`config.mk`:
```
export PLATFORM = sky130hd
export DESIGN_NAME = midori_column_share_collector_flat
export DESIGN_NICKNAME = d
export VERILOG_FILES = /design/src/rtl/midori_column_share_collector_pkg.sv /design/src/rtl/midori_column_share_collector_if.sv /design/src/rtl/midori_column_share_collector_reshare.sv /design/src/rtl/midori_column_share_collector.sv /design/src/flat_wrapper.sv
export SDC_FILE = /design/constraint.sdc
export NUM_CORES = 1
export LEC_CHECK = 0
export ABC_CLOCK_PERIOD_IN_PS = 3000
export CAP_MARGIN = 20
export CORE_MARGIN = 2
export CORE_UTILIZATION = 40
export DETAILED_ROUTE_END_ITERATION = 12
export GPL_TIMING_DRIVEN = 0
export PLACE_DENSITY = 0.72
export SLEW_MARGIN = 30
export SYNTH_ARGS = -nofsm -noshare
export SYNTH_HDL_FRONTEND = slang
export SYNTH_SLANG_ARGS = --single-unit
```
`constraint.sdc`:
```
create_clock -name clk -period 3 [get_ports clk]
set_input_delay 0.45 -clock clk [delete_from_list [all_inputs] [get_ports clk]]
set_output_delay 0.45 -clock clk [all_outputs]
set_load 0.05 [all_outputs]
```
`src/rtl/midori_column_share_collector_pkg.sv`:
```
// Shared constants, column offset helper and FSM state type
// for the Midori64 column share collector.
package midori_share_pkg;

    localparam int NUM_SHARES = 3;
    localparam int COL_W      = 16;
    localparam int NUM_COLS   = 4;
    localparam int DATA_W     = COL_W * NUM_COLS;

    localparam logic [5:0] TOP_OFF = 6'(DATA_W - COL_W);

    typedef enum logic [1:0] {
        IDLE = 2'd0,
        PROC = 2'd1,
        DONE = 2'd2
    } state_t;

    // Column 0 is the most significant 16 bits of the state.
    function automatic logic [5:0] col_off(input logic [1:0] c);
        return TOP_OFF - {c, 4'b0000};
    endfunction

endpackage

```
`src/rtl/midori_column_share_collector_if.sv`:
```
// Handshake bundle: input share triple + randomness in,
// reshared triple out. master = producer/consumer, slave = collector.
interface midori_column_share_collector_if;
    import midori_share_pkg::*;

    logic                  in_valid;
    logic                  in_ready;
    logic [DATA_W-1:0]     group_out0;
    logic [DATA_W-1:0]     group_out1;
    logic [DATA_W-1:0]     group_out2;
    logic [2*COL_W-1:0]    rnd_in;
    logic                  out_valid;
    logic                  out_ready;
    logic [DATA_W-1:0]     share_out0;
    logic [DATA_W-1:0]     share_out1;
    logic [DATA_W-1:0]     share_out2;
    logic                  busy;

    modport master (
        output in_valid, group_out0, group_out1, group_out2,
        output rnd_in, out_ready,
        input  in_ready, out_valid, busy,
        input  share_out0, share_out1, share_out2
    );

    modport slave (
        input  in_valid, group_out0, group_out1, group_out2,
        input  rnd_in, out_ready,
        output in_ready, out_valid, busy,
        output share_out0, share_out1, share_out2
    );

endinterface

```
`src/rtl/midori_column_share_collector_reshare.sv`:
```
// Combinational refresh of one 16-bit column of a 3-share state.
// Ports: s0..s2 in shares, r0/r1 randomness, o0..o2 out shares.
module midori_column_reshare
    import midori_share_pkg::*;
(
    input  logic [COL_W-1:0] s0,
    input  logic [COL_W-1:0] s1,
    input  logic [COL_W-1:0] s2,
    input  logic [COL_W-1:0] r0,
    input  logic [COL_W-1:0] r1,
    output logic [COL_W-1:0] o0,
    output logic [COL_W-1:0] o1,
    output logic [COL_W-1:0] o2
);

    logic [COL_W-1:0] t0;
    logic [COL_W-1:0] t1;
    logic [COL_W-1:0] t2;

    // Fold order keeps a fresh mask on every partial sum,
    // so the unshared column never appears on a wire.
    assign t0 = s0 ^ r0;
    assign t1 = t0 ^ s1;
    assign t2 = t1 ^ r1;
    assign o2 = t2 ^ s2;
    assign o0 = r0;
    assign o1 = r1;

endmodule

```
`src/rtl/midori_column_share_collector.sv`:
```
// Collects a 3-share Midori64 state and reshares it one column per
// cycle. Ports: clk, rst_n (sync, active-low), bus (slave side).
// Option MIDORI_COLLECTOR_UNMASK_EN adds pt_out (recombined value).
module midori_column_share_collector
    import midori_share_pkg::*;
(
    input  logic clk,
    input  logic rst_n,
    midori_column_share_collector_if.slave bus
`ifdef MIDORI_COLLECTOR_UNMASK_EN
    ,
    output logic [DATA_W-1:0] pt_out
`endif
);

    state_t            state_q, state_d;
    logic [1:0]        col_q, col_d;
    logic [DATA_W-1:0] s0_q, s1_q, s2_q;
    logic [DATA_W-1:0] s0_d, s1_d, s2_d;
    logic [5:0]        off;
    logic [COL_W-1:0]  c0, c1, c2;
    logic [COL_W-1:0]  n0, n1, n2;
    logic              done;

    assign off = col_off(col_q);
    assign c0  = s0_q[off +: COL_W];
    assign c1  = s1_q[off +: COL_W];
    assign c2  = s2_q[off +: COL_W];

    midori_column_reshare u_reshare (
        .s0 (c0),
        .s1 (c1),
        .s2 (c2),
        .r0 (bus.rnd_in[COL_W-1:0]),
        .r1 (bus.rnd_in[2*COL_W-1:COL_W]),
        .o0 (n0),
        .o1 (n1),
        .o2 (n2)
    );

    // Results are written back in place over the captured shares.
    always_comb begin
        state_d = state_q;
        col_d   = col_q;
        s0_d    = s0_q;
        s1_d    = s1_q;
        s2_d    = s2_q;
        unique case (state_q)
            IDLE: begin
                if (bus.in_valid) begin
                    s0_d    = bus.group_out0;
                    s1_d    = bus.group_out1;
                    s2_d    = bus.group_out2;
                    col_d   = 2'd0;
                    state_d = PROC;
                end
            end
            PROC: begin
                s0_d[off +: COL_W] = n0;
                s1_d[off +: COL_W] = n1;
                s2_d[off +: COL_W] = n2;
                col_d = col_q + 2'd1;
                if (col_q == 2'd3) begin
                    state_d = DONE;
                end
            end
            DONE: begin
                if (bus.out_ready) begin
                    state_d = IDLE;
                end
            end
            default: begin
                state_d = IDLE;
            end
        endcase
    end

    always_ff @(posedge clk) begin
        if (!rst_n) begin
            state_q <= IDLE;
            col_q   <= 2'd0;
            s0_q    <= '0;
            s1_q    <= '0;
            s2_q    <= '0;
        end else begin
            state_q <= state_d;
            col_q   <= col_d;
            s0_q    <= s0_d;
            s1_q    <= s1_d;
            s2_q    <= s2_d;
        end
    end

    // Shares are only exposed once all columns are refreshed.
    assign done           = (state_q == DONE);
    assign bus.in_ready   = (state_q == IDLE);
    assign bus.busy       = (state_q == PROC);
    assign bus.out_valid  = done;
    assign bus.share_out0 = done ? s0_q : '0;
    assign bus.share_out1 = done ? s1_q : '0;
    assign bus.share_out2 = done ? s2_q : '0;

`ifdef MIDORI_COLLECTOR_UNMASK_EN
    logic [DATA_W-1:0] pt_q;

    always_ff @(posedge clk) begin
        if (!rst_n) begin
            pt_q <= '0;
        end else if (state_d == DONE) begin
            pt_q <= s0_d ^ s1_d ^ s2_d;
        end else begin
            pt_q <= '0;
        end
    end

    assign pt_out = pt_q;
`endif

endmodule
```
`src/flat_wrapper.sv`:
```
// flat-port wrapper written by rule: the top's interface ports become plain ports
module midori_column_share_collector_flat import midori_share_pkg::*;
  (clk, rst_n, bus_in_valid, bus_group_out0, bus_group_out1, bus_group_out2, bus_rnd_in, bus_out_ready, bus_in_ready, bus_out_valid, bus_busy, bus_share_out0, bus_share_out1, bus_share_out2);
  midori_column_share_collector_if bus_i ();
  input  logic clk;
  input  logic rst_n;
  input wire logic [$bits(bus_i.in_valid)-1:0] bus_in_valid;
  input wire logic [$bits(bus_i.group_out0)-1:0] bus_group_out0;
  input wire logic [$bits(bus_i.group_out1)-1:0] bus_group_out1;
  input wire logic [$bits(bus_i.group_out2)-1:0] bus_group_out2;
  input wire logic [$bits(bus_i.rnd_in)-1:0] bus_rnd_in;
  input wire logic [$bits(bus_i.out_ready)-1:0] bus_out_ready;
  output wire logic [$bits(bus_i.in_ready)-1:0] bus_in_ready;
  output wire logic [$bits(bus_i.out_valid)-1:0] bus_out_valid;
  output wire logic [$bits(bus_i.busy)-1:0] bus_busy;
  output wire logic [$bits(bus_i.share_out0)-1:0] bus_share_out0;
  output wire logic [$bits(bus_i.share_out1)-1:0] bus_share_out1;
  output wire logic [$bits(bus_i.share_out2)-1:0] bus_share_out2;
  assign bus_i.in_valid = bus_in_valid;
  assign bus_i.group_out0 = bus_group_out0;
  assign bus_i.group_out1 = bus_group_out1;
  assign bus_i.group_out2 = bus_group_out2;
  assign bus_i.rnd_in = bus_rnd_in;
  assign bus_i.out_ready = bus_out_ready;
  assign bus_in_ready = bus_i.in_ready;
  assign bus_out_valid = bus_i.out_valid;
  assign bus_busy = bus_i.busy;
  assign bus_share_out0 = bus_i.share_out0;
  assign bus_share_out1 = bus_i.share_out1;
  assign bus_share_out2 = bus_i.share_out2;
  midori_column_share_collector u_core (.clk(clk), .rst_n(rst_n), .bus(bus_i));
endmodule
```
==> metrics.md, run 1 <==
| Metric | Value |
|---|---|
| CP arrival | 3.32 ns |
| Part of the cycle the worst path needs | 1.00 |
| Post-route cell area | 17200 um^2 |
| Switching share of power | 0.355 |
| Crit-path cells | buf_4, clkbuf_1, mux4_2, xnor2_1, xnor2_1, a21oi_1 |
| Residual DRC | 0 |
| Slew @ Worst Pin | 0.956 ns |
| Register bit count reported by yosys | 196 |
| Via density | 6.48 |
| DP Worst Slack | -0.729 ns |
| Gate Count Post-Synth | 1394 |
| CP peak stage delay | 0.76 ns |
| Synth Cell Area | 12100 um^2 |
| Worst hold start | u_core.s0_q[14] |
| Normalized max-slew margin | 0.363 |
| Placed instance area | 16800 um^2 |
| Global route total overflow | 0 |
| Worst skew pair latency | 0.46 ns |
| Synth Area in Adders | 0.00413 |
| Max-slew violations | 0 |
| RD Place Congestion | 0.996 |
| Synth top area share | 0.323 |
| Logic pwr share | 0.286 |
| Power per cell area | 458 nW/um^2 |
| Pleak | 6.62 nW |
| Footprint of the multi-input gates | 7370 um^2 |
| Min setup slack post-route | -0.00319 ns |
| Vias in the first global route | 13715 |
| Worst hold margin | 0.511 ns |
| Sink Count | 196 |
| FF-to-FF Start | u_core.col_q[1] |
| Area Overhead vs Synth | 42.2% |
| Startpoint types | register |
| Final hold violation count | 0 |
| Main combinational cell family by area after synthesis | compound AO/OA/AOI/OAI gates |
| Number of buffers created by CTS | 17 |
| IO Count | 423 |
| Clk pwr share | 0.319 |
| DRT iter0 DRCs | 2186 |
| Hpwl dp | 50100 um |
| Hold buffers post-CTS | 0 |
| Post-Syn Nets | 1626 |
| CTS tree | done |
| Vias post-DR | 14498 |
| DR WL/cell | 28.7 um |
| Ranking of synthesized cells by area | dfxtp_1 (32%), and2_1 (10%), a221oi_1 (9.2%) |
| Mux contribution to synthesized area | 0.0881 |
| RSZ-0062 raised after global routing | no |
| DRT Pass-1 Iters | 6 |
| Setup Viol. Count Final | 1 |
| Synth cell types | 34 |
| Fin nets | 2065 |
| Hold endpoint | u_core.s0_q[14] |
| CTS root buf | clkbuf_16 |
| H-tree depth | 4 |
| Critical Path Fanout Max | 17 |
| R2r endpoint | u_core.s2_q[1] |
| Hold depth | 2 |
| Most common cell after layout, fill and taps aside | clkdlybuf4s50_1 |
| Layout cell share with drive strength beyond 1 | 0.164 |
| Register area | 3920 um^2 |
| Syn avg cell area | 8.70 um^2 |
| DRT Wirelength | 64300 um |
| CP max stage cell | clkbuf_1 |
| # fillers | 2674 |
| Post-synthesis xor/xnor area fraction | 0.0527 |
| Clock skew | 0.0218 ns |
| Detail Route Antenna Nets | 0 |
| Core footprint | 29700 um^2 |
| CP endpoint kind | register |
| Initial antenna violation count | 4 |
| Max cap viols | 0 |
| Worst Path Required | 3.32 ns |
| Fmax | 0.333 GHz |
| Reg2reg setup slack | -0.003 ns |
| GRT Util Overall | 0.395 |
| CTS max path bufs | 2 |
| Clock transition at the registers of the reported paths | 0.08 ns |
| Simple-gate area share of the yosys netlist | 0.229 |
| Die footprint | 31700 um^2 |
| Status | finished with violations |
| Die Ht | 178 um |
| Internal | 5.09 mW |
| HP Class | reg -> reg |
| Sequential Power Share | 0.395 |
| Crit-path most repeated cell | xnor2_1 |
| Cell taking the most area after synthesis | dfxtp_1 |
| Synth Area in Compound Gates | 0.232 |
| Final Critical Period | 3.00 ns |
| First-pass GRT wire length | 91100 um |
| Maximum vdd drop | 0.437 mV |
| Buffers on Ports | 421 |
| Critical path class | reg -> reg |
| Starting Density | 0.408 |
| Core Rows | 63 |
| Syn. warnings | 0 |
| Total power draw | 7.89 mW |
| Die width | 178 um |
| Commonest non-fill, non-tap cells in the layout | clkdlybuf4s50_1 (226), and2_1 (197), dfxtp_1 (196) |
| R2r worst-path depth | 6 |
| Switching pwr | 2.80 mW |
| Failing checks | setup timing |
| Largest net degree at the start of global routing | 20 |
| Register area share after synthesis | 0.323 |
power by group through the flow:
stage | Combinational [mW] | Sequential (mW) | Clock [mW]
finish | 2.26 | 3.12 | 2.52
global route | 2.35 | 3.13 | 2.58
CTS | 2.17 | 3.10 | 2.48
detailed placement | 2.16 | 3.16 | 0
global placement | 2.13 | 3.15 | 0
floorplan | 1.25 | 3.05 | 0
repair_timing:
action	CTS	global route
endpoints found under the setup margin	317	142
buffers inserted	0	0
resized for setup	441	124
per-layer routing:
metal  global-route usage  up-vias  share of wire
li1                     -     6018              -
met5                    0        -              0
met3                0.108      245           0.13
met1                0.489     6920           0.36
met4                0.216        0          0.061
met2                0.622     1315           0.45
how the worst max path moves through the flow:
stage,end,cells after the start,startpoint
2_1_floorplan,bus_share_out0[54],4,u_core.state_q[1]
3_3_place_gp,bus_share_out1[3],6,u_core.state_q[1]
3_5_place_dp,bus_share_out1[6],6,u_core.state_q[1]
4_1_cts,bus_share_out0[4],6,u_core.state_q[1]
5_1_grt,bus_share_out1[32],6,u_core.state_q[1]
6_report,u_core.s2_q[1],6,u_core.col_q[1]
through the flow:
| stage | TNS [ns] | utilization | instances |
|---|---|---|---|
| after floorplan | 0 | - | 1394 |
| after global placement | -63.35 | 0.566 | 2205 |
| after detailed placement | -79.56 | 0.566 | 2205 |
| after CTS | 0 | 0.590 | 2236 |
| after global routing | 0 | 0.580 | 2237 |
| final | -0.00319 | 0.580 | 2239 |
critical path, delay by kind of cell, from the launching register on:
| kind | cells | cell delay (ns) |
|---|---|---|
| compound gates | 1 | 0.15 |
| xor+xnor | 2 | 0.72 |
| buf+inv | 2 | 1.13 |
| flops | 1 | 0.39 |
| mux | 1 | 0.48 |
flip-flops by register name, summed over array words and instances (netlist names):
register and flops:
u_core.s0_q 64, u_core.s2_q 64, u_core.s1_q 64, u_core.col_q 2
u_core.state_q 2
cell families (layout without fill, tap and decap cells):
logic type	after synthesis	in the layout
and+or+nand+nor	472	472
AOI/OAI and AO/OA	388	388
buffers and inverters	211	663
DFF	196	196
xor gates and xnor gates	73	73
muxes	50	50
adders and majority gates	4	4
other	0	3
cells in the mapped netlist (all sizes together):
cell and n:
o211ai 52, dfxtp 196, nor2b 2, nor3 1, buf 40, o221ai 52
mux2 4, nor3b 128, nor2 131, mux2i 1, a211oi 24, and3 1
a22oi 1, nand2 6, nor4 3, nand2b 2, and2 197, o2bb2ai 1
a21oi 117, a221oi 128, clkbuf 113, clkinv 1, ha 4, mux4 45
inv 57, nand3 1, xnor2 57, xor2 16, o21ai 13
layout make-up:
type / instances / area share
flip-flops and latches: 196 / 0.228
plain buffers: 152 / 0.0391
clock buffers: 17 / 0.0247
well taps: 390 / 0.0283
multi-input cells: 987 / 0.427
clock inverters: 15 / 0.0110
diodes: 3 / 0.000435
repair buffers: 421 / 0.229
inverters: 58 / 0.0127
Power figures use the tool's default switching activity.
==> run 2, diff against run 1 <==
--- a/config.mk
+++ b/config.mk
@@ -12,6 +12,7 @@
 export DETAILED_ROUTE_END_ITERATION = 12
 export GPL_TIMING_DRIVEN = 0
 export PLACE_DENSITY = 0.72
+export SETUP_SLACK_MARGIN = 0.3
 export SLEW_MARGIN = 30
 export SYNTH_ARGS = -nofsm -noshare
 export SYNTH_HDL_FRONTEND = slang
==> run 2 against run 1 <==
Against the previous run:
- the run now ends clean
- fmax up 11%
- first-iteration DRC count shrank 1.9%
- cell count unchanged
- hold slack lost 0.00058 ns
- critical endpoint is now u_core.s0_q[33]
- clock-buffer cell count unchanged
- core utilization fell by 0.85 points
- highest routed layer is now met5
- flip-flop and latch count stayed put
- clock skew down 0.0013 ns
- sequential share of layout area grew 0.34 points
- combinational power about the same
- die area is the same
==> metrics.md, run 2 (same netlist as run 1, synthesis figures left out) <==
| Metric | Value |
|---|---|
| Post-route cell area | 17000 um^2 |
| Worst hold margin | 0.510 ns |
| Max cap viols | 0 |
| RD Place Congestion | 0.996 |
| DRT iter0 DRCs | 2145 |
| Biggest regs | u_core.s0_q (64), u_core.s1_q (64), u_core.s2_q (64) |
| Buffers on Ports | 421 |
| Die width | 178 um |
| Max-slew violations | 0 |
| Final hold violation count | 0 |
| Critical Path Fanout Max | 10 |
| CTS root buf | clkbuf_16 |
| Clock transition at the registers of the reported paths | 0.08 ns |
| Internal | 5.11 mW |
| Final non-filler cell total | 2239 |
| Final Critical Period | 2.70 ns |
| Placed instance area | 16800 um^2 |
| H-tree depth | 4 |
| DR WL/cell | 28.8 um |
| Worst skew pair latency | 0.46 ns |
| Starting Density | 0.408 |
| Area Overhead vs Synth | 40.1% |
| Status | finished, final reports clean |
| Power per cell area | 465 nW/um^2 |
| Most common cell after layout, fill and taps aside | clkdlybuf4s50_1 |
| # fillers | 2705 |
| CTS tree | done |
| Sequential Power Share | 0.394 |
| Die Ht | 178 um |
| Number of buffers created by CTS | 17 |
| Largest net degree at the start of global routing | 20 |
| Slew @ Worst Pin | 0.749 ns |
| Hpwl dp | 50100 um |
| CP endpoint kind | register |
| Initial antenna violation count | 3 |
| Worst Path Required | 3.32 ns |
| Setup Viol. Count Final | 0 |
| First-pass GRT wire length | 91100 um |
| Sink Count | 196 |
| Min setup slack post-route | 0.295 ns |
| Layout cell share with drive strength beyond 1 | 0.196 |
| Logic pwr share | 0.289 |
| Via density | 6.44 |
| DRT Pass-1 Iters | 6 |
| Clk pwr share | 0.317 |
| Residual DRC | 0 |
| Maximum vdd drop | 0.438 mV |
| HP Class | reg -> reg |
| Vias in the first global route | 13670 |
| DRT Wirelength | 64400 um |
| Global route total overflow | 0 |
| Core Rows | 63 |
| Vias post-DR | 14418 |
| CP arrival | 3.02 ns |
| Fin nets | 2066 |
| Commonest non-fill, non-tap cells in the layout | clkdlybuf4s50_1 (226), and2_1 (197), dfxtp_1 (195) |
| Fmax | 0.370 GHz |
| Part of the cycle the worst path needs | 0.902 |
| RSZ-0062 raised after global routing | yes |
| IO Count | 423 |
| Die footprint | 31700 um^2 |
| Dpl cells | 2205 |
| Clock skew | 0.0205 ns |
| Detail Route Antenna Nets | 0 |
| Core footprint | 29700 um^2 |
| DP Worst Slack | -0.729 ns |
| Switching share of power | 0.354 |
| Final core area utilization | 0.572 |
| CTS max path bufs | 2 |
| Switching pwr | 2.80 mW |
| Hold buffers post-CTS | 0 |
| Normalized max-slew margin | 0.501 |
| Pleak | 6.76 nW |
| GRT Util Overall | 0.395 |
| Startpoint types | register |
| Critical path class | reg -> reg |
run 2: metrics by stage:
step	setup TNS (ns)	power, mW
2_1_floorplan	0	4.30
4_1_cts	0	7.75
3_5_place_dp	-79.56	5.32
3_3_place_gp	-63.35	5.28
5_1_grt	0	8.08
6_report	0	7.91
run 2: layer usage:
layer | routed length (um) | vias to the layer above | GRT usage
met3 | 8660 | 226 | 0.105
met1 | 23100 | 6851 | 0.493
met5 | 13 | - | 0
li1 | - | 6033 | -
met4 | 3740 | 2 | 0.214
met2 | 28900 | 1306 | 0.621
run 2: worst paths after layout:
path              slack (ns)            start               to  cells past startpoint
setup / recovery        0.30  u_core.col_q[1]  u_core.s0_q[33]                      9
hold reg to reg         0.51  u_core.s0_q[50]  u_core.s0_q[50]                      2
setup reg to reg        0.30  u_core.col_q[1]  u_core.s0_q[33]                      9
hold / removal          0.51  u_core.s0_q[50]  u_core.s0_q[50]                      2
run 2: cell type report:
type | instances | area (um^2) | share of cell area
Clock inverter | 15 | 189 | 0.0111
Sequential cell | 196 | 3930 | 0.231
Buffer | 153 | 800 | 0.0470
Tap cell | 390 | 488 | 0.0287
Inverter | 58 | 219 | 0.0129
Multi-Input combinational cell | 987 | 7410 | 0.436
Timing Repair Buffer | 421 | 3530 | 0.208
Clock buffer | 17 | 425 | 0.0250
Antenna cell | 2 | 5.00 | 0.000294
run 2: power by group through the flow:
stage | Sequential (mW) | Clock (mW) | Combinational, mW
after floorplan | 3.05 | 0 | 1.25
after global placement | 3.15 | 0 | 2.13
after detailed placement | 3.16 | 0 | 2.16
after CTS | 3.10 | 2.48 | 2.18
after global routing | 3.13 | 2.57 | 2.37
final | 3.12 | 2.51 | 2.28
run 2: repair_timing:
action                                  CTS  global route
buffers inserted                          0             0
endpoints found under the setup margin  380           355
resized for setup                       987            77
run 2: worst max-delay path: stages (launching register included):
cell,delay [ns]
dfxtp_1,0.35
buf_6,0.17
buf_6,0.18
inv_1,0.26
ha_1,0.24
mux2_2,0.30
nand2_2,0.23
clkbuf_4,0.32
a221oi_1,0.44
nor3b_1,0.09
==> run 3, diff against run 2 <==
--- a/config.mk
+++ b/config.mk
@@ -5,9 +5,9 @@
 export SDC_FILE = /design/constraint.sdc
 export NUM_CORES = 1
 export LEC_CHECK = 0
-export ABC_CLOCK_PERIOD_IN_PS = 3000
+export ABC_CLOCK_PERIOD_IN_PS = 2550
 export CAP_MARGIN = 20
-export CORE_MARGIN = 2
+export CORE_MARGIN = 3
 export CORE_UTILIZATION = 40
 export DETAILED_ROUTE_END_ITERATION = 12
 export GPL_TIMING_DRIVEN = 0
@@ -17,3 +17,4 @@
 export SYNTH_ARGS = -nofsm -noshare
 export SYNTH_HDL_FRONTEND = slang
 export SYNTH_SLANG_ARGS = --single-unit
+export TNS_END_PERCENT = 5
==> constraint.sdc (replaced) <==
create_clock -name clk -period 2.55 [get_ports clk]
set_input_delay 0.3825 -clock clk [delete_from_list [all_inputs] [get_ports clk]]
set_output_delay 0.3825 -clock clk [all_outputs]
set_load 0.05 [all_outputs]
==> run 3 against run 2 <==
Against the previous run:
- die area rose by 2.3%
- sequential share of layout area fell by 1.2 points
- global-route usage fell by 1.4 points
- largest cell class unchanged
- setup slack got worse by 0.19 ns
- register-to-register slack got worse by 0.19 ns
- sequential power rose by 18%
- via count rose by 1.3%
- critical path type unchanged
==> metrics.md, run 3 (same netlist as run 1, synthesis figures left out) <==
| Metric | Value |
|---|---|
| Status | finished, final reports clean |
| Grt met2 use | 0.596 |
| Residual DRC | 0 |
| Largest net degree at the start of global routing | 20 |
| Hpwl dp | 50200 um |
| Die width | 180 um |
| Sequential Power Share | 0.390 |
| Worst Setup SP | u_core.col_q[1] |
| Met1 Resource Use GR | 0.479 |
| Number of buffers created by CTS | 17 |
| HP Class | reg -> reg |
| Setup Viol. Count Final | 0 |
| Starting Density | 0.407 |
| Die Ht | 180 um |
| Clock skew | 0.0175 ns |
| Final non-filler cell total | 2259 |
| Reg2reg setup slack | 0.11 ns |
| CTS root buf | clkbuf_16 |
| Slew @ Worst Pin | 0.738 ns |
| FF-to-FF Start | u_core.col_q[1] |
| Worst hold start | u_core.s0_q[44] |
| Part of the cycle the worst path needs | 0.957 |
| Core Rows | 63 |
| CP endpoint kind | register |
| Logic pwr share | 0.305 |
| # fillers | 2630 |
| Switching share of power | 0.359 |
| Max-slew violations | 0 |
| Most common cell after layout, fill and taps aside | clkdlybuf4s50_1 |
| CP peak stage delay | 0.48 ns |
| Final hold violation count | 0 |
| Critical path class | reg -> reg |
| CP max stage cell | xnor2_1 |
| Core footprint | 29800 um^2 |
| Global route total overflow | 0 |
| CP arrival | 2.76 ns |
| Pleak | 7.09 nW |
| Hold depth | 2 |
| Initial antenna violation count | 3 |
| DRT Wirelength | 65800 um |
| Post-route cell area | 17900 um^2 |
| Layout cell share with drive strength beyond 1 | 0.238 |
| GRT Util Overall | 0.381 |
| Normalized max-slew margin | 0.508 |
| Sink Count | 196 |
| Startpoint types | register |
| Vias in the first global route | 14059 |
| R2r endpoint | u_core.s2_q[46] |
| Met3 GRT Util | 0.106 |
| Commonest non-fill, non-tap cells in the layout | clkdlybuf4s50_1 (226), dfxtp_1 (193), and2_1 (181) |
| Final Critical Period | 2.44 ns |
| H-tree depth | 4 |
| Crit-path cells | buf_6, buf_4, clkbuf_2, mux4_2, xnor2_1, xnor2_1, a21oi_1 |
| CTS tree | done |
| Fin nets | 2087 |
| Hold endpoint | u_core.s0_q[44] |
| CTS max path bufs | 2 |
| Vias post-DR | 14606 |
| Buffers on Ports | 421 |
| Biggest regs | u_core.s0_q (64), u_core.s1_q (64), u_core.s2_q (64) |
| Max cap viols | 0 |
| Die footprint | 32400 um^2 |
| First-pass GRT wire length | 93400 um |
| Crit-path most repeated cell | xnor2_1 |
| Worst skew pair latency | 0.46 ns |
| Clk pwr share | 0.305 |
| Detail Route Antenna Nets | 0 |
| DR WL/cell | 29.1 um |
| Footprint of the multi-input gates | 7670 um^2 |
| Power per cell area | 526 nW/um^2 |
| Register area | 3930 um^2 |
| Placed instance area | 16800 um^2 |
| R2r worst-path depth | 7 |
| Total power draw | 9.43 mW |
| Fmax | 0.410 GHz |
| Busiest grt layer | met2 |
| Dpl cells | 2205 |
| RSZ-0062 raised after global routing | yes |
| Switching pwr | 3.39 mW |
| Area Overhead vs Synth | 47.8% |
| Maximum vdd drop | 0.439 mV |
| Worst Path Required | 2.87 ns |
| Internal | 6.04 mW |
| Critical Path Fanout Max | 10 |
| Via density | 6.47 |
| Clock transition at the registers of the reported paths | 0.08 ns |
| IO Count | 423 |
| Worst hold margin | 0.516 ns |
| DRT Pass-1 Iters | 8 |
| DRT iter0 DRCs | 2080 |
| RD Place Congestion | 0.983 |
## run 3: worst max-delay path: cells and delay by family, from the launching register on
family                    cells  cell delay [ns]
DFF                           1             0.36
buffers and inverters         3             0.73
muxes                         1             0.43
AOI/OAI and AO/OA             1             0.14
xor gates and xnor gates      2             0.64
## run 3: metrics by stage
| step | util | TNS, ns | setup WS [ns] |
|---|---|---|---|
| after floorplan | - | 0 | 0.312 |
| after global placement | 0.565 | -208.37 | -1.08 |
| after detailed placement | 0.565 | -224.97 | -1.12 |
| after CTS | 0.584 | 0 | 0.0664 |
| after global routing | 0.602 | 0 | 0.125 |
| final | 0.602 | 0 | 0.108 |
## run 3: what timing repair did
item,in CTS,in global routing
pin swaps,2,9
cloned,2,0
gates resized for setup,1137,226
hold buffers,0,0
setup buffers,5,14
setup endpoints to repair,387,387
## run 3: power groups by stage
stage,sequential (mW),combinational (mW),clock (mW)
2_1_floorplan,3.58,1.47,0
3_3_place_gp,3.71,2.51,0
3_5_place_dp,3.72,2.54,0
4_1_cts,3.65,2.61,2.83
5_1_grt,3.69,2.98,2.95
6_report,3.67,2.88,2.88
## run 3: worst max-delay path by stage
stage	end	slack, ns	cells after the start
finish	u_core.s2_q[46]	0.11	7
detailed placement	bus_share_out1[6]	-1.12	6
floorplan	u_core.s1_q[18]	0.31	10
global route	bus_share_out1[59]	0.12	7
global placement	bus_share_out1[6]	-1.08	6
CTS	u_core.s1_q[48]	0.07	9
## run 3: layout make-up
class	instances	area share
Antenna cell	1	0.000140
Timing Repair Buffer	442	0.224
Tap cell	390	0.0272
Inverter	58	0.0130
Clock buffer	18	0.0239
Buffer	153	0.0557
Clock inverter	14	0.00907
Multi-Input combinational cell	987	0.428
Sequential cell	196	0.219
## run 3: routing by layer
metal | up-vias | share of wire
met1 | 6876 | 0.36
met2 | 1390 | 0.44
met5 | - | 0.00043
met4 | 4 | 0.065
met3 | 269 | 0.13
li1 | 6067 | -
